### config.mk
export PLATFORM = sky130hd
export DESIGN_NAME = hazard_ctrl
export DESIGN_NICKNAME = d
export VERILOG_FILES = /design/src/rtl/hazard_ctrl.sv
export SDC_FILE = /design/constraint.sdc
export NUM_CORES = 1
export LEC_CHECK = 0
export ABC_AREA = 1
export CAP_MARGIN = 20
export CORE_ASPECT_RATIO = 0.8
export CORE_MARGIN = 3
export CORE_UTILIZATION = 54
export DETAILED_ROUTE_END_ITERATION = 10
export PLACE_DENSITY = 0.9
export SYNTH_ARGS = -nofsm -noshare
export SYNTH_HDL_FRONTEND = slang
export SYNTH_SLANG_ARGS = --single-unit
### constraint.sdc
create_clock -name Clk -period 5.6 [get_ports Clk]
set_input_delay 1.12 -clock Clk [delete_from_list [all_inputs] [get_ports Clk]]
set_output_delay 1.12 -clock Clk [all_outputs]
set_load 0.01 [all_outputs]
### src/rtl/hazard_ctrl.sv
// hazard_ctrl: ID-stage hazard detection, forwarding select, and stall/flush control with perf counters
// Ports:
//   Clk, Rst                 rising-edge clock, asynchronous active-low reset
//   ID_Regrs/Regrt/UsesRs/Rt decode-stage source registers and their use flags
//   EX_RegDst/RegWrite/MemToReg/Regrt/Regrd  ID/EX pipeline-register control and register fields
//   Branch_Taken             branch resolved in EX redirects the PC this cycle
//   Stall_IF/Stall_ID        hold PC / hold IF/ID
//   Flush_ID/Flush_EX        zero IF/ID instruction / load a bubble into ID/EX
//   FwdA/FwdB                operand source: 00 regfile, 01 EX ALU, 10 MEM ALU, 11 WB
//   StallCnt/FlushCnt        saturating stall-cycle and flush-event counters
module hazard_ctrl (
  input  logic        Clk,
  input  logic        Rst,
  input  logic [4:0]  ID_Regrs,
  input  logic [4:0]  ID_Regrt,
  input  logic        ID_UsesRs,
  input  logic        ID_UsesRt,
  input  logic        EX_RegDst,
  input  logic        EX_RegWrite,
  input  logic        EX_MemToReg,
  input  logic [4:0]  EX_Regrt,
  input  logic [4:0]  EX_Regrd,
  input  logic        Branch_Taken,
  output logic        Stall_IF,
  output logic        Stall_ID,
  output logic        Flush_ID,
  output logic        Flush_EX,
  output logic [1:0]  FwdA,
  output logic [1:0]  FwdB,
  output logic [15:0] StallCnt,
  output logic [15:0] FlushCnt
);
  // LU2 is a reserved encoding that is never entered and behaves as RUN
  typedef enum logic [1:0] {RUN = 2'd0, LU2 = 2'd1, LU1 = 2'd2} state_t;
  state_t      state_q, state_d;
  logic [4:0]  m_dst_q, w_dst_q;
  logic        m_wr_q, m_ld_q, w_wr_q;
  logic [15:0] stall_cnt_q, stall_cnt_d, flush_cnt_q, flush_cnt_d;
  logic [4:0]  ex_dst;
  logic        ex_a, ex_b, m_a, m_b, w_a, w_b;
  logic        lu_ex, lu_mem, stall;
  assign ex_dst = EX_RegDst ? EX_Regrd : EX_Regrt;
  // register 0 is hardwired, so a zero destination never matches
  assign ex_a = ID_UsesRs && EX_RegWrite && ex_dst != 5'd0 && ex_dst == ID_Regrs;
  assign ex_b = ID_UsesRt && EX_RegWrite && ex_dst != 5'd0 && ex_dst == ID_Regrt;
  assign m_a  = ID_UsesRs && m_wr_q && m_dst_q != 5'd0 && m_dst_q == ID_Regrs;
  assign m_b  = ID_UsesRt && m_wr_q && m_dst_q != 5'd0 && m_dst_q == ID_Regrt;
  assign w_a  = ID_UsesRs && w_wr_q && w_dst_q != 5'd0 && w_dst_q == ID_Regrs;
  assign w_b  = ID_UsesRt && w_wr_q && w_dst_q != 5'd0 && w_dst_q == ID_Regrt;
  // a load result is not yet available in EX or MEM: select regfile and stall instead
  assign FwdA = ex_a ? (EX_MemToReg ? 2'b00 : 2'b01)
              : m_a ? (m_ld_q ? 2'b00 : 2'b10)
              : w_a ? 2'b11 : 2'b00;
  assign FwdB = ex_b ? (EX_MemToReg ? 2'b00 : 2'b01)
              : m_b ? (m_ld_q ? 2'b00 : 2'b10)
              : w_b ? 2'b11 : 2'b00;
  assign lu_ex  = (ex_a || ex_b) && EX_MemToReg;
  // MEM load only counts when the younger EX writer does not shadow it
  assign lu_mem = ((!ex_a && m_a) || (!ex_b && m_b)) && m_ld_q;
  always_comb begin
    state_d = RUN;
    stall   = 1'b0;
    if (state_q == LU1) begin
      stall = 1'b1;
    end else if (lu_ex) begin
      stall   = 1'b1;
      state_d = LU1;
    end else if (lu_mem) begin
      stall = 1'b1;
    end
    if (Branch_Taken) state_d = RUN;
  end
  assign Stall_IF = stall && !Branch_Taken;
  assign Stall_ID = stall && !Branch_Taken;
  assign Flush_ID = Branch_Taken;
  assign Flush_EX = stall || Branch_Taken;
  assign stall_cnt_d = (Stall_IF && stall_cnt_q != 16'hFFFF) ? stall_cnt_q + 16'd1 : stall_cnt_q;
  assign flush_cnt_d = (Branch_Taken && flush_cnt_q != 16'hFFFF) ? flush_cnt_q + 16'd1 : flush_cnt_q;
  // scoreboard shifts every cycle; on a flush EX already carries the bubble
  always_ff @(posedge Clk or negedge Rst) begin
    if (!Rst) begin
      state_q     <= RUN;
      m_dst_q     <= 5'd0;
      m_wr_q      <= 1'b0;
      m_ld_q      <= 1'b0;
      w_dst_q     <= 5'd0;
      w_wr_q      <= 1'b0;
      stall_cnt_q <= 16'd0;
      flush_cnt_q <= 16'd0;
    end else begin
      state_q     <= state_d;
      w_dst_q     <= m_dst_q;
      w_wr_q      <= m_wr_q;
      m_dst_q     <= ex_dst;
      m_wr_q      <= EX_RegWrite;
      m_ld_q      <= EX_MemToReg;
      stall_cnt_q <= stall_cnt_d;
      flush_cnt_q <= flush_cnt_d;
    end
  end
  assign StallCnt = stall_cnt_q;
  assign FlushCnt = flush_cnt_q;
endmodule

==> reports/results.txt <==
status -> finished, final reports clean
fin nets -> 492
IO Port Bufs -> 67
Worst Hold Class -> reg2reg
Mapped Cells -> 395
worst endpoint data arrival time -> 3.61 ns
Synth Warn # -> 0
CP cell instances -> clkdlybuf4s50_1 -> nand2_1 -> nand2_2 -> nand3_1 -> nor2_2 -> nor2_1 -> nand2_2 -> nand2_1 -> nand2_2 -> nand2_4 -> a21oi_1 -> clkdlybuf4s50_1
Crit path max-delay family -> buffers and inverters
Distinct cells, synth -> 30
area occupied by multi-input gates -> 1500 um^2
Crit-path slowest cell -> clkdlybuf4s50_1
TNS Setup -> 0 ns
Final HPWL DP -> 5660 um
worst flop-to-flop path startpoint -> StallCnt[0]
Total Wirelength -> 7300 um
Slew Viols, Final -> 0
final hold viol count -> 0
CTS Hold Bufs -> 0
Peak Freq -> 211 MHz
CP Capture Type -> output port
drt pass-1 iters -> 6
CP required -> 4.48 ns
slew margin rel. -> 66.8%
initial antenna violation count -> 0
WHS Endpoint -> w_wr_q
cell count of the worst reg-to-reg path -> 12
CTS Buf Count -> 5
biggest fanout along the worst timing path -> 9
largest net degree at the start of global routing -> 47
Seq/Total Area, Yosys -> 39.1%
Layout Skew -> 0.0136 ns
hold depth -> 0
crit path kind -> in2out
Initial Utilization -> 57.2%
synthesized area -> 2950 um^2
DRC marker count from the first detailed-route iteration -> 201
Die Span Y -> 72.1 um
endpoints failing setup -> 0
layout overhead on the synthesized area -> 27.1%
Placed Area -> 3630 um^2
Syn Nets -> 425
ratio of cells with drive above 1 in the final layout -> 8.86%
CTS tree -> built
Worst Path Buf+Inv -> 2
register area -> 1150 um^2
Residual DRC -> 0
Post-synth EDFFs -> 0
Final period util -> 84.5%
Total GRT Usage -> 23.8%
drt via density -> 5.51
flop2flop setup slack -> 3.22 ns
clk_lat worst skew -> 0.30 ns
CTS max path bufs -> 2
worst hold start -> m_wr_q
Non-Filler Instances -> 525
TritonCTS Sinks -> 46
total I/O pin count -> 68
first-pass GRT wire length -> 12200 um
CTS Root Cell -> clkbuf_8
Async SR Flop Fraction -> 100%
Antenna Nets Post-Route -> 0
vias post-DR -> 2893
Die Wd -> 88.6 um
Placer Congestion -> 0.994
Mean Syn Cell Area -> 7.46 um^2
# Max-Cap Violations -> 0
Synth Register Bits -> 46
Tmin final -> 4.73 ns
fillers -> 404
CTS H-Tree Depth -> 2
CP Launch Type -> input port
post-CTS sizing -> 0
Finished Cell Area -> 3740 um^2
# diodes -> 0
unrepaired setup endpoints after global routing -> no
Peak VDD IR -> 0.294 mV
Setup Buffers After CTS -> 0
Rows -> 23
PwrDens -> 242 nW/um^2
crit-path max cell delay -> 0.78 ns
Worst-path clk slew -> 0.08 ns
hold_ws -> 0.412 ns
static leakage -> 1.87 nW
Placed Cells incl. Taps -> 516
actual slew at the worst max-slew pin -> 0.497 ns
drt wl/cell -> 13.9 um
Die ar. -> 6380 um^2
GR Overflow Total -> 0
Primary FF master, synth -> dfrtp_1
CP dominant cell by count -> nand2_2
number of global-route vias before repair -> 2658
Worst R2R End -> StallCnt[13]
core area -> 5150 um^2
sequential cells by signal (all words and copies together), names as in the netlist:
signal,cells
state_q,1
StallCnt,16
w_wr_q,1
m_dst_q,5
w_dst_q,5
FlushCnt,16
m_wr_q,1
m_ld_q,1
layout by cell type (no fill, tap or decap), drive strengths merged:
master,instances
nor4,5
o21ai,5
ha,2
nor3,6
inv,62
a21boi,1
o21a,1
clkbuf,5
xnor2,7
nand2,126
clkinvlp,1
buf,2
xor2,20
a21oi,6
o22ai,4
dfrtp,46
mux2,1
o2111a,1
clkinv,1
nand4,25
o211ai,2
clkdlybuf4s50,66
nand3,37
nor2,31
area by class of cell:
type                            instances  area share [%]
Inverter                               61            6.32
Multi-Input combinational cell        280            40.0
Timing Repair Buffer                   68            18.3
Clock buffer                            5            1.84
Clock inverter                          3           0.669
Tap cell                               62            2.07
Sequential cell                        46            30.8
synthesized netlist by cell type, types with 4 or more instances:
cell type | n | area, um^2
o21ai_0 | 5 | 25.0
nand2_2 | 16 | 100
nand3_1 | 32 | 160
nand2_4 | 4 | 45.0
inv_1 | 59 | 221
dfrtp_1 | 46 | 1150
o22ai_1 | 4 | 25.0
nand2_1 | 106 | 398
a21oi_1 | 5 | 25.0
nand4_1 | 25 | 156
nor4_1 | 5 | 31.3
nor2_1 | 29 | 109
xor2_1 | 20 | 175
nor3_1 | 6 | 30.0
nand3_2 | 5 | 50.1
xnor2_1 | 7 | 61.3
metrics by stage:
stage | utilization, % | setup slack [ns] | total power [mW]
after detailed placement | 70.4 | 0.900 | 0.699
after global placement | 70.4 | 0.953 | 0.689
after CTS | 72.3 | 0.892 | 0.909
after global routing | 72.7 | 0.720 | 0.961
after floorplan | - | 2.06 | 0.560
final | 72.7 | 0.866 | 0.905
how the worst max path moves through the flow:
stage               slack, ns       from  cells past startpoint       end
floorplan                2.06  EX_RegDst                     13  Stall_IF
global route             0.72  EX_RegDst                     12  Stall_IF
CTS                      0.89  EX_RegDst                     12  Stall_IF
detailed placement       0.90  EX_RegDst                     12  Stall_IF
global placement         0.95  EX_RegDst                     12  Stall_ID
finish                   0.87  EX_RegDst                     12  Stall_IF
power breakdown:
part           leakage [nW]  switching (mW)  internal [mW]
combinational          1.24           0.130          0.135
clock                0.0447           0.118         0.0901
sequential            0.582          0.0571          0.375
layer usage:
layer / up-vias / GRT usage, % / wire length (um)
met5: - / 0 / 0
met4: 0 / 5.20 / 91
li1: 1392 / - / -
met2: 151 / 36.7 / 3370
met1: 1336 / 33.1 / 3160
met3: 14 / 7.26 / 673
logic make-up after synthesis:
kind of cell    count (synthesis)  synth area share, %
compound gates                 20                 4.50
xor+xnor                       27                 8.03
fa+ha+maj                       2                0.849
buf+inv                        69                 10.1
flops                          46                 39.1
mux                             1                0.382
simple gates                  230                 37.1
Note: power is estimated with default switching activity, not from simulation.
